## src/rtl/wb_write_sequencer_pkg.sv

```systemverilog
// Shared widths, the write-slot payload type and the register decode helper
// used by the write-port sequencer and its slot FIFO.
package wb_write_sequencer_pkg;

  localparam int unsigned DATA_W     = 64;
  localparam int unsigned ADDR_W     = 5;
  localparam int unsigned REG_NUM    = 32;
  localparam int unsigned QDEPTH_DEF = 4;

  localparam logic [ADDR_W-1:0] XZR_ADDR = ADDR_W'(31);

  typedef struct packed {
    logic [ADDR_W-1:0] addr;
    logic [DATA_W-1:0] data;
  } wb_slot_t;

  function automatic logic [REG_NUM-1:0] reg_onehot(input logic [ADDR_W-1:0] a);
    reg_onehot = REG_NUM'(1) << a;
  endfunction

endpackage

```

## src/rtl/wb_write_sequencer_slot_fifo.sv

```systemverilog
// Write-slot FIFO: up to two pushes and one pop per cycle, with per-entry
// valid/address taps so the parent can build the pending-write mask.
module wb_slot_fifo
  import wb_write_sequencer_pkg::*;
#(
  parameter int unsigned QDEPTH = QDEPTH_DEF,
  localparam int unsigned PTR_W = $clog2(QDEPTH),
  localparam int unsigned CNT_W = PTR_W + 1
) (
  input  logic                           clk,
  input  logic                           rst,
  input  logic [1:0]                     push_n,
  input  wb_slot_t                       push_a,
  input  wb_slot_t                       push_b,
  input  logic                           pop,
  output wb_slot_t                       head,
  output logic                           empty,
  output logic [CNT_W-1:0]               count,
  output logic [QDEPTH-1:0]              ent_valid,
  output logic [QDEPTH-1:0][ADDR_W-1:0]  ent_addr
);

  logic [PTR_W-1:0] rd_q, rd_d;
  logic [PTR_W-1:0] wr_q, wr_d, wr_nxt;
  logic [CNT_W-1:0] count_q, count_d;
  logic [PTR_W-1:0] off;
  wb_slot_t         mem_q [QDEPTH];

  always_comb begin
    wr_nxt  = wr_q + PTR_W'(1);
    wr_d    = wr_q + PTR_W'(push_n);
    rd_d    = rd_q + PTR_W'(pop);
    count_d = count_q + CNT_W'(push_n) - CNT_W'(pop);
  end

  always_ff @(posedge clk) begin
    if (!rst) begin
      rd_q    <= '0;
      wr_q    <= '0;
      count_q <= '0;
    end else begin
      rd_q    <= rd_d;
      wr_q    <= wr_d;
      count_q <= count_d;
    end
  end

  // Storage needs no reset: occupancy alone decides which entries are live.
  always_ff @(posedge clk) begin
    if (push_n != 2'd0) mem_q[wr_q]   <= push_a;
    if (push_n == 2'd2) mem_q[wr_nxt] <= push_b;
  end

  // An entry is live when its distance from the read pointer is below count.
  always_comb begin
    off       = '0;
    ent_valid = '0;
    ent_addr  = '0;
    for (int unsigned i = 0; i < QDEPTH; i++) begin
      off          = PTR_W'(i) - rd_q;
      ent_valid[i] = {1'b0, off} < count_q;
      ent_addr[i]  = mem_q[i].addr;
    end
  end

  assign head  = mem_q[rd_q];
  assign empty = (count_q == '0);
  assign count = count_q;

endmodule

```

## src/rtl/wb_write_sequencer.sv

```systemverilog
// Register-file write-port sequencer: filters/dedups MEM/WB write slots, queues
// them and retires one write per cycle in program order, tracking pending dests.
module wb_write_sequencer
  import wb_write_sequencer_pkg::*;
#(
  parameter int unsigned QDEPTH = QDEPTH_DEF,
  localparam int unsigned CNT_W = $clog2(QDEPTH) + 1
) (
  input  logic               clk,
  input  logic               rst,
  input  logic               in_valid,
  output logic               in_ready,
  input  logic               in_we0,
  input  logic [ADDR_W-1:0]  in_waddr0,
  input  logic [DATA_W-1:0]  in_wdata0,
  input  logic               in_we1,
  input  logic [ADDR_W-1:0]  in_waddr1,
  input  logic [DATA_W-1:0]  in_wdata1,
  output logic               we,
  output logic [ADDR_W-1:0]  waddr,
  output logic [DATA_W-1:0]  wdata,
  output logic [REG_NUM-1:0] pending_mask,
  output logic               idle
);

  logic                          keep0, keep1, accept;
  logic [1:0]                    push_n;
  wb_slot_t                      push_a, push_b, head;
  logic                          fifo_empty;
  logic [CNT_W-1:0]              count;
  logic [QDEPTH-1:0]             ent_valid;
  logic [QDEPTH-1:0][ADDR_W-1:0] ent_addr;

  logic              we_q, we_d;
  logic [ADDR_W-1:0] waddr_q, waddr_d;
  logic [DATA_W-1:0] wdata_q, wdata_d;

  // Admission leaves room for a full pair even if nothing pops this cycle.
  assign in_ready = (count <= CNT_W'(QDEPTH - 2));

  // Slot filtering: XZR is never written, and slot 1 supersedes a same-dest slot 0.
  always_comb begin
    keep1  = in_we1 && (in_waddr1 != XZR_ADDR);
    keep0  = in_we0 && (in_waddr0 != XZR_ADDR) && !(keep1 && (in_waddr0 == in_waddr1));
    accept = in_valid && in_ready;
    push_a = '{addr: in_waddr0, data: in_wdata0};
    push_b = '{addr: in_waddr1, data: in_wdata1};
    push_n = 2'd0;
    if (accept) begin
      if (keep0 && keep1) begin
        push_n = 2'd2;
      end else if (keep0) begin
        push_n = 2'd1;
      end else if (keep1) begin
        push_n = 2'd1;
        push_a = push_b;
      end
    end
  end

  wb_slot_fifo #(.QDEPTH(QDEPTH)) u_fifo (
    .clk       (clk),
    .rst       (rst),
    .push_n    (push_n),
    .push_a    (push_a),
    .push_b    (push_b),
    .pop       (!fifo_empty),
    .head      (head),
    .empty     (fifo_empty),
    .count     (count),
    .ent_valid (ent_valid),
    .ent_addr  (ent_addr)
  );

  always_comb begin
    we_d    = !fifo_empty;
    waddr_d = waddr_q;
    wdata_d = wdata_q;
    if (!fifo_empty) begin
      waddr_d = head.addr;
      wdata_d = head.data;
    end
  end

  always_ff @(posedge clk) begin
    if (!rst) begin
      we_q    <= 1'b0;
      waddr_q <= '0;
      wdata_q <= '0;
    end else begin
      we_q    <= we_d;
      waddr_q <= waddr_d;
      wdata_q <= wdata_d;
    end
  end

  always_comb begin
    pending_mask = '0;
    for (int unsigned i = 0; i < QDEPTH; i++) begin
      if (ent_valid[i]) pending_mask = pending_mask | reg_onehot(ent_addr[i]);
    end
    if (we_q) pending_mask = pending_mask | reg_onehot(waddr_q);
  end

  assign we    = we_q;
  assign waddr = waddr_q;
  assign wdata = wdata_q;
  assign idle  = fifo_empty && !we_q;

endmodule
```

## config.mk

```make
export PLATFORM = sky130hd
export DESIGN_NAME = wb_write_sequencer
export DESIGN_NICKNAME = d
export VERILOG_FILES = /design/src/rtl/wb_write_sequencer_pkg.sv /design/src/rtl/wb_write_sequencer_slot_fifo.sv /design/src/rtl/wb_write_sequencer.sv
export SDC_FILE = /design/constraint.sdc
export NUM_CORES = 1
export LEC_CHECK = 0
export ABC_CLOCK_PERIOD_IN_PS = 9200
export BUFFER_PORTS_ARGS = -buffer_cell sky130_fd_sc_hd__buf_4
export CAP_MARGIN = 20
export CORE_UTILIZATION = 35
export CTS_CLUSTER_SIZE = 16
export DETAILED_ROUTE_END_ITERATION = 10
export SLEW_MARGIN = 20
export SYNTH_ARGS = -nofsm -noshare
export SYNTH_HDL_FRONTEND = slang
export SYNTH_SLANG_ARGS = --single-unit
```

## constraint.sdc

```tcl
create_clock -name clk -period 9.2 [get_ports clk]
set_clock_uncertainty 0.05 [all_clocks]
set_input_delay 0.46 -clock clk [delete_from_list [all_inputs] [get_ports clk]]
set_output_delay 0.46 -clock clk [all_outputs]
set_load 0.05 [all_outputs]
```

==> results of run 1 <==
-- stage by stage --
stage | utilization [%] | hold WS (ns) | std cells
floorplan | - | 0.5054 | 1430
global placement | 40.22 | 0.4029 | 2253
detailed placement | 40.22 | 0.4074 | 2253
CTS | 42.98 | 0.1658 | 2325
global route | 42.99 | 0.1706 | 2326
finish | 42.99 | 0.1936 | 2327
-- where the power goes --
part / switching, mW / internal, mW / leakage [nW]
Combinational: 1.58 / 0.853 / 4.22
Clock: 0.654 / 1.07 / 0.692
Sequential: 0.214 / 2.01 / 3.15
-- cell families after synthesis --
logic type,Yosys count
buffers and inverters,141
AND/OR/NAND/NOR,409
AO/OA/AOI/OAI,435
adder cells (fa/ha/maj),11
multiplexers,70
XOR/XNOR,11
flip-flops,353
-- routing by layer --
| metal | routed length (um) | GRT usage [%] |
|---|---|---|
| met5 | 13 | 0 |
| met4 | 1410 | 7.968 |
| met1 | 24500 | 28.73 |
| met3 | 4918 | 3.522 |
| met2 | 32090 | 40.53 |
-- area by class of cell --
cell class                 count  area, um^2  area share, %
multi-input combinational    936        7854          35.61
clock inverter                25       369.1          1.674
inverter                      11       42.54         0.1929
sequential                   353        9837          44.60
timing repair buffer         273        2049          9.293
antenna                        2       5.005        0.02269
tap                          680       850.8          3.858
clock buffer                  47        1047          4.748
-- critical path, delay by kind of cell, from the launching register on --
family                   cells  cell delay, ns
AND/OR/NAND/NOR              2            0.46
buffers and inverters        1            0.19
flip-flops                   1            0.81
AO/OA/AOI/OAI                3            1.28
XOR/XNOR                     1            0.26
adder cells (fa/ha/maj)      1            0.26
-- state kept, by name, summed over array words and instances (netlist names) --
name / flops
u_fifo.count: 3
u_fifo.mem_q: 276
u_fifo.rd_q: 2
u_fifo.wr_q: 2
waddr: 5
wdata: 64
we: 1
-- worst paths after layout --
| kind | start | end |
|---|---|---|
| setup / recovery | u_fifo.rd_q[0] | pending_mask[19] |
| hold / removal | in_wdata0[53] | u_fifo.mem_q[0][53] |
| hold reg to reg | wdata[27] | wdata[27] |
| setup reg to reg | u_fifo.count[2] | u_fifo.mem_q[1][17] |
-- cells in the final DEF, fill, tap and decap left out, drive strengths merged, types with 42 or more instances in the layout --
| cell | Yosys | final |
|---|---|---|
| dfxtp | 77 | 77 |
| buf | 52 | 273 |
| a221o | 276 | 276 |
| clkbuf | 78 | 47 |
| nor2 | 42 | 42 |
| edfxtp | 276 | 276 |
| a21boi | 70 | 70 |
| and3 | 72 | 72 |
| mux4 | 69 | 69 |
| nand2 | 171 | 171 |
-- Yosys cell counts, types with 2 or more instances --
master       n  area share (%)
o21ba_2      2            0.11
o21ai_0      5            0.14
a221oi_1     2           0.096
ha_1        10            0.69
buf_1        8            0.17
or3_1        6            0.21
clkbuf_1    77             1.6
inv_1       10            0.21
xor2_1       7            0.34
buf_2       38             1.0
a211o_1      5            0.24
nor2_1      42            0.87
a221o_1    276              15
or4_1        4            0.17
nand2b_1    16            0.55
o21bai_1     2           0.083
nor3b_1      4            0.17
a31oi_1      4            0.14
nand2_1    171             3.5
or2_2        4            0.14
nor3_1      17            0.47
a21boi_0    70             2.9
a22oi_1     12            0.50
nor2b_1     15            0.52
a21oi_2      4            0.19
buf_4        5            0.21
nand4_1      5            0.17
xnor2_1      4            0.19
a2bb2oi_1    2           0.096
and2_1      10            0.34
o22ai_1     23            0.79
dfxtp_1     77             8.5
nor4_1       2           0.069
and3_1      72             2.5
a21oi_1      9            0.25
mux4_2      69             8.5
edfxtp_1   276              46
nand3b_1     4            0.17
or3b_2       3            0.14
nand3_1     30            0.83
a32oi_1      6            0.29
o211ai_1     5            0.21
==> results_dict.tcl, run 1 <==
set metrics [dict create \
    drc 0 \
    nNetsFinal 1768 \
    num_rows 83 \
    fill_cells 4779 \
    track_usage_pct 23.08 \
    yosysWarningCount 0 \
    syn_to_final_growth_pct 21.31 \
    wl_mm 62.92 \
    synth-edff-count 276 \
    cts_root_buf "clkbuf_16" \
    pwr_density_cell_nw_per_um2 289.2 \
    die_y_um 229.9 \
    dp_hpwl_mm 38.33 \
    finalHoldViolations 0 \
    core-area_um2 51300 \
    p_total_mw 6.379 \
    netlist_area_um2 18180 \
    crit_path_end_kind "output port" \
    synth_compound_area_share_pct 21.64 \
    initial_utilization_pct 35.44 \
    slowest_delay_ns 0.81 \
    ctsHoldBuffers 0 \
    grt_pass1_wl_mm 92.16 \
    synth_top_family_by_area "compound AO/OA/AOI/OAI gates" \
    clockBufferDepth 3 \
    clk_latency_ns 0.54 \
    synth_xor_area_share_pct 0.5299 \
    place_ws_ns 5.042 \
    drive_gt1_share_pct 26.26 \
    via_per_inst 6.267 \
    synth_simple_gate_area_share_pct 11.03 \
    yosysUniqueCellTypes 59 \
    wl_per_cell_um 27.04 \
    async_reset_ff_share_pct 0 \
    postPlaceCellArea_um2 20630 \
    port_buffers 246 \
    crit_type "reg2out" \
    fin_ws_ns 4.867 \
    cpMaxStageDelayCell "dfxtp_4" \
    ant_nets 0 \
    setup_viol 0 \
    dieArea_um2 52860 \
    min_period_over_period_pct 47.10 \
    cts_resized 0 \
    synth_fa_ha_area_share_pct 0.7983 \
    path_max_fanout 37 \
    max_freq_ghz 0.2308 \
    synth_mux_area_share_pct 8.603 \
    holdCritPathClass "in2reg" \
    crit_path_cell_trace "xor2_1, ha_1, nor2b_1, a211oi_1, nand3b_1, o22ai_1, a311o_1, buf_4" \
    clkTransAtPathRegs_ns 0.06 \
    timing.setup.tns_ns 0 \
    slew_headroom_pct 26.28 \
    drv_cap 0 \
    rsz0062_at_grt "no" \
    via_count 14584 \
    synth_cells 1430 \
    synth-seq-area-share_pct 54.07 \
    final_cell_area_um2 22050 \
    reg2reg_depth 7 \
    numCtsBuffers 39 \
    r2r_setup_slack_ns 6.03 \
    required_ns 8.69 \
    die_w_um 229.9 \
    grt_pass1_vias 14654 \
    grt_max_degree 78 \
    drt_iter0_drc 1537 \
    place_congestion 0.9412 \
    p_leak_nw 8.061 \
    cts_setup_buffers 0 \
    antenna_found_initial 3 \
    detail_route.first_pass.iterations 5 \
    tightest_slew_ns 1.106 \
    cts.sinks 353 \
    peakVddDrop_v 0.0001888 \
    slew_violations 0 \
    grt.overflow.total 0 \
    hold_depth 2 \
    syn-num-nets 1584 \
    htree_levels 2 \
    synth_ff_type "edfxtp_1" \
    cts_tree "built" \
    critPathLaunchType "flip-flop" \
    crit_arrival_ns 3.82 \
    avgSynthCellArea_um2 12.71 \
    outcome "completed" \
    fin_crit_ns 4.333 \
    yosys_register_bits 353 \
    io_pins 247 \
]
Note: power is estimated with default switching activity, not from simulation.
==> inputs of run 2 (changes only) <==
ABC_AREA = 1   (was default)
ABC_CLOCK_PERIOD_IN_PS = 3500   (was 9200)
clock period = 3.5 ns   (was 9.2 ns; I/O delays follow)
==> results_dict.tcl, run 2 <==
set metrics [dict create \
    outcome "completed" \
    yosysWarningCount 0 \
    layout_commonest_cell "nand2_1" \
    crit_path_end "pending_mask[15]" \
    drt_iter0_drc 1999 \
    track_usage_pct 25.59 \
    via_count 19232 \
    use_met2_pct 41.99 \
    antenna_found_initial 4 \
    die_y_um 237.9 \
    fin_ws_ns 0.1005 \
    regMostFlops "u_fifo.mem_q" \
    syn_to_final_growth_pct 25.67 \
    drive_gt1_share_pct 13.77 \
    pwr_density_cell_nw_per_um2 720.2 \
    die_w_um 237.9 \
    htree_levels 2 \
    synth_cells 2470 \
    port_buffers 246 \
    syn-num-nets 2624 \
    io_pins 247 \
    crit_path_cell_trace "inv_2, ha_1, nor2_1, nand2_1, nand2_1, nor2_1, inv_1, o2111ai_1, buf_4" \
    synthMostInstantiatedCell "nand2_1" \
    crit_type "reg2out" \
    cts_resized 0 \
    cts_tree "built" \
    grt_max_degree 94 \
    slew_violations 0 \
    busiest_layer "met2" \
    dieArea_um2 56590 \
    cts_root_buf "clkbuf_16" \
    yosysUniqueCellTypes 36 \
    tightest_slew_ns 1.139 \
    reg2reg_depth 12 \
    synth-seq-area-share_pct 50.48 \
    place_ws_ns 0.4624 \
    netlist_area_um2 19470 \
    path_buf_inv 3 \
    fill_cells 5393 \
    r2r_end "u_fifo.mem_q[2][40]" \
    num_rows 86 \
    grt_pass1_vias 18893 \
    slew_headroom_pct 24.08 \
    synth.area.top_cells "edfxtp_1 43%, nand2_1 16%, nand3_1 9.8%" \
    synth-edff-count 276 \
    yosysTopAreaCell "edfxtp_1" \
    largest_register_ffs 276 \
    numCtsBuffers 42 \
    clockBufferDepth 3 \
    cp_top_family "buffers and inverters" \
    min_period_over_period_pct 97.13 \
    holdCritPathClass "in2reg" \
    use_met3_pct 4.188 \
    rsz0062_at_grt "no" \
    crit_path_end_kind "output port" \
    wl_mm 74.08 \
    fin_crit_ns 3.399 \
    finalHoldViolations 0 \
    layout_common_cells "831 x nand2_1, 381 x nand3_1, 286 x buf_4" \
    avgSynthCellArea_um2 7.884 \
    ant_nets 0 \
    synth_top_area_share_pct 42.56 \
    regArea_um2 9833 \
    cp.depth 9 \
    path_max_fanout 14 \
    cpMaxStageDelayCell "o2111ai_1" \
    async_reset_ff_share_pct 0 \
    wl_per_cell_um 20.94 \
    initial_utilization_pct 35.42 \
    nNetsFinal 2910 \
    slowest_delay_ns 0.57 \
    max_freq_ghz 0.2942 \
    r2r_setup_slack_ns 0.31 \
    critPathLaunchType "flip-flop" \
    setup.worst_path.start "u_fifo.rd_q[1]" \
    dp_hpwl_mm 44.30 \
    utilization_pct 44.51 \
    synth_common_cells "835 x nand2_1, 381 x nand3_1, 276 x edfxtp_1" \
    r2r_start "u_fifo.count[2]" \
    multi_input_area_um2 8253 \
    drv_cap 0 \
    gr-usage-met1_pct 34.01 \
    crit_arrival_ns 3.17 \
    core-area_um2 54990 \
    clkTransAtPathRegs_ns 0.06 \
    place_congestion 0.9205 \
    required_ns 3.27 \
    via_per_inst 5.436 \
    setup_viol 0 \
    cts.sinks 353 \
    detail_route.first_pass.iterations 7 \
    drc 0 \
    clk_latency_ns 0.58 \
    synth_ff_type "edfxtp_1" \
    p_leak_nw 10.66 \
    grt_pass1_wl_mm 111.2 \
    yosys_register_bits 353 \
    grt.overflow.total 0 \
    peakVddDrop_v 0.0007241 \
]
## run 2: logic make-up after synthesis
| family | share of synthesized area [%] |
|---|---|
| simple gates | 29.95 |
| compound gates | 10.88 |
| flops | 50.48 |
| xor+xnor | 0.3598 |
| buf+inv | 7.588 |
| fa+ha+maj | 0.7453 |
## run 2: worst min-delay path by stage
stage / depth (start not counted) / startpoint / endpoint
2_1_floorplan: 2 / in_wdata1[58] / u_fifo.mem_q[0][58]
4_1_cts: 5 / in_wdata0[2] / u_fifo.mem_q[2][2]
5_1_grt: 5 / in_wdata0[23] / u_fifo.mem_q[0][23]
3_3_place_gp: 3 / in_wdata1[30] / u_fifo.mem_q[2][30]
3_5_place_dp: 3 / in_wdata1[27] / u_fifo.mem_q[0][27]
6_report: 5 / in_wdata0[37] / u_fifo.mem_q[1][37]
## run 2: area by class of cell
class | instances | share of cell area (%)
Inverter | 210 | 3.221
Clock inverter | 11 | 0.2863
Sequential cell | 353 | 40.18
Clock buffer | 66 | 4.826
Antenna cell | 1 | 0.01023
Timing Repair Buffer | 405 | 13.93
Multi-Input combinational cell | 1744 | 33.72
Tap cell | 748 | 3.824
## run 2: report_power, final
| group | internal, mW | total [mW] | switching [mW] |
|---|---|---|---|
| Sequential | 5.35 | 5.87 | 0.520 |
| Clock | 2.32 | 4.11 | 1.79 |
| Combinational | 2.10 | 7.64 | 5.55 |
## run 2: timing repair
action / 4_1_cts / 5_1_grt
buffers inserted: 0 / 0
endpoints found under the hold margin: 276 / 0
hold buffers: 112 / 0
## run 2: stage by stage
stage / power [mW] / area, um^2 / hold slack [ns] / setup TNS, ns / std cells
after floorplan: 10.64 / 19490 / 0.3109 / -0.8380 / 2470
after global placement: 13.36 / 22100 / 0.4316 / 0 / 3348
after detailed placement: 13.43 / 22100 / 0.4372 / 0 / 3348
after CTS: 17.66 / 24470 / 0.00005129 / 0 / 3537
after global routing: 18.41 / 24470 / 0.02983 / 0 / 3537
final: 17.62 / 24470 / 0.02353 / 0 / 3538
## run 2: worst reg2reg max path, delay by kind of cell (launching register included)
| family | cells | cell delay [ns] |
|---|---|---|
| compound gates | 1 | 0.19 |
| buf+inv | 6 | 1.78 |
| flops | 1 | 0.39 |
| simple gates | 5 | 0.65 |
## run 2: metal layers
| layer | routed length (um) | share of wire [%] |
|---|---|---|
| met1 | 30630 | 41 |
| met2 | 34710 | 47 |
| met3 | 6521 | 8.8 |
| met4 | 2181 | 2.9 |
| met5 | 35 | 0.047 |
==> inputs of run 3 (changes only) <==
CORE_ASPECT_RATIO = 1.2   (was default)
==> results_dict.tcl, run 3 (synthesis results as in run 2) <==
set metrics [dict create \
    slew_headroom_pct 26.12 \
    hold_depth 5 \
    slowest_delay_ns 0.40 \
    r2r_start "u_fifo.count[2]" \
    drt_iter0_drc 1712 \
    layout_commonest_cell "nand2_1" \
    drc 0 \
    p_leak_nw 10.57 \
    track_usage_pct 25.45 \
    critPathLaunchType "flip-flop" \
    initial_utilization_pct 35.45 \
    cp_top_family "compound AO/OA/AOI/OAI gates" \
    clockBufferDepth 3 \
    via_count 19144 \
    crit_path_cell_trace "nand2_1, nand2_1, ha_1, inv_1, o21ai_2, inv_2, a22oi_1, o2111ai_1, buf_4" \
    num_rows 94 \
    crit_path_end_kind "output port" \
    regArea_um2 9833 \
    cts_setup_buffers 0 \
    drive_gt1_share_pct 14.45 \
    dp_hpwl_mm 44.73 \
    drv_cap 0 \
    net-switching-power_mw 7.787 \
    hold_slack_ns 0.01957 \
    dp.cells 3322 \
    detail_route.first_pass.iterations 5 \
    intPower_mw 9.967 \
    nNetsFinal 2865 \
    wl_mm 73.43 \
    whs_endpoint "u_fifo.mem_q[0][61]" \
    pwr-share-seq_pct 32.9 \
    path_max_fanout 24 \
    required_ns 3.27 \
    layout_common_cells "831 x nand2_1, 381 x nand3_1, 282 x buf_4" \
    port_buffers 246 \
    pwr_density_cell_nw_per_um2 734.5 \
    cts_tree "built" \
    clkTransAtPathRegs_ns 0.06 \
    fill_cells 5365 \
    ant_nets 0 \
    holdCritPathClass "in2reg" \
    regMostFlops "u_fifo.mem_q" \
    slew_violations 0 \
    grt.overflow.total 0 \
    finalHoldViolations 0 \
    reg2reg_depth 11 \
    r2r_end "u_fifo.mem_q[1][17]" \
    max_freq_ghz 0.3109 \
    syn_to_final_growth_pct 24.13 \
    rsz0062_at_grt "no" \
    path_buf_inv 3 \
    setup_viol 0 \
    cts_root_buf "clkbuf_16" \
    io_pins 247 \
    die_w_um 217.3 \
    multi_input_area_um2 8257 \
    dieArea_um2 56590 \
    finalNonFillerCells 3461 \
    via_per_inst 5.531 \
    outcome "completed" \
    core-area_um2 54930 \
    grt_pass1_wl_mm 110.3 \
    peakVddDrop_v 0.0005645 \
    place_congestion 0.9681 \
    crit_arrival_ns 2.99 \
    cpMaxStageDelayCell "dfxtp_4" \
    worst_path_most_repeated_cell "nand2_1" \
    grt_pass1_vias 18576 \
    r2r_setup_slack_ns 0.92 \
    diodes 0 \
    clkPwrFrac_pct 24.0 \
    clk_latency_ns 0.55 \
    die_y_um 260.4 \
    numCtsBuffers 38 \
    crit_type "reg2out" \
    wl_per_cell_um 21.22 \
    place_ws_ns 0.4607 \
    tightest_slew_ns 1.108 \
    switching_share_pct 43.86 \
    largest_register_ffs 276 \
    htree_levels 2 \
    antenna_found_initial 1 \
    hold_path.startpoint "in_wdata0[61]" \
    combPwrFrac_pct 43.1 \
    fin_crit_ns 3.216 \
    grt_max_degree 141 \
    cts.sinks 353 \
    min_period_over_period_pct 91.89 \
    fin_ws_ns 0.2839 \
]
==> run 3: repair_timing <==
action	CTS	global route
gates resized for setup	0	1
endpoints found under the hold margin	275	0
endpoints found under the setup margin	0	2
hold buffers	69	0
==> run 3: worst max-delay path by stage <==
stage                     endpoint  slack, ns  cells past startpoint            start
3_5_place_dp   u_fifo.mem_q[1][17]       0.46                     19     in_waddr1[1]
2_1_floorplan     pending_mask[10]      -0.18                      9   u_fifo.rd_q[1]
5_1_grt           pending_mask[17]       0.18                     11  u_fifo.count[1]
4_1_cts           pending_mask[22]       0.07                      9   u_fifo.rd_q[0]
6_report          pending_mask[22]       0.28                      9   u_fifo.rd_q[0]
3_3_place_gp   u_fifo.mem_q[1][10]       0.49                     19     in_waddr1[1]
==> run 3: final cells by class <==
class | instances | area share, %
Timing Repair Buffer | 364 | 12.69
Tap cell | 720 | 3.727
Sequential cell | 353 | 40.68
Multi-Input combinational cell | 1744 | 34.16
Inverter | 210 | 3.261
Clock buffer | 55 | 4.793
Clock inverter | 15 | 0.6936
==> run 3: worst register-to-register path, stage by stage (launching register included) <==
cell and delay (ns):
dfxtp_1 0.53, a21oi_4 0.07, nand2_1 0.21, inv_2 0.09
nand3_2 0.10, inv_2 0.09, nand2_4 0.14, buf_4 0.45
inv_2 0.13, buf_4 0.29, nand2_1 0.13, nand2_1 0.06
==> run 3: stage by stage <==
step	power, mW	cell area, um^2	util, %	setup TNS, ns
3_5_place_dp	13.48	22150	40.33	0
4_1_cts	17.82	24170	44.00	0
6_report	17.75	24170	44.01	0
5_1_grt	18.55	24170	44.01	0
2_1_floorplan	10.64	19490	-	-0.8380
3_3_place_gp	13.42	22150	40.33	0
==> run 3: power by group through the flow <==
stage / Combinational [mW] / Clock (mW) / Sequential, mW
finish: 7.65 / 4.26 / 5.84
global route: 8.19 / 4.45 / 5.92
CTS: 7.66 / 4.32 / 5.84
detailed placement: 7.57 / 0 / 5.91
global placement: 7.51 / 0 / 5.91
floorplan: 3.46 / 0 / 7.18
==> run 3: per-layer routing <==
metal	vias to the layer above	GRT usage [%]	routed length [um]
met3	156	2.786	5294
li1	8907	-	-
met4	2	10.80	2462
met1	9116	32.00	29370
met5	-	0	13
met2	963	44.17	36300
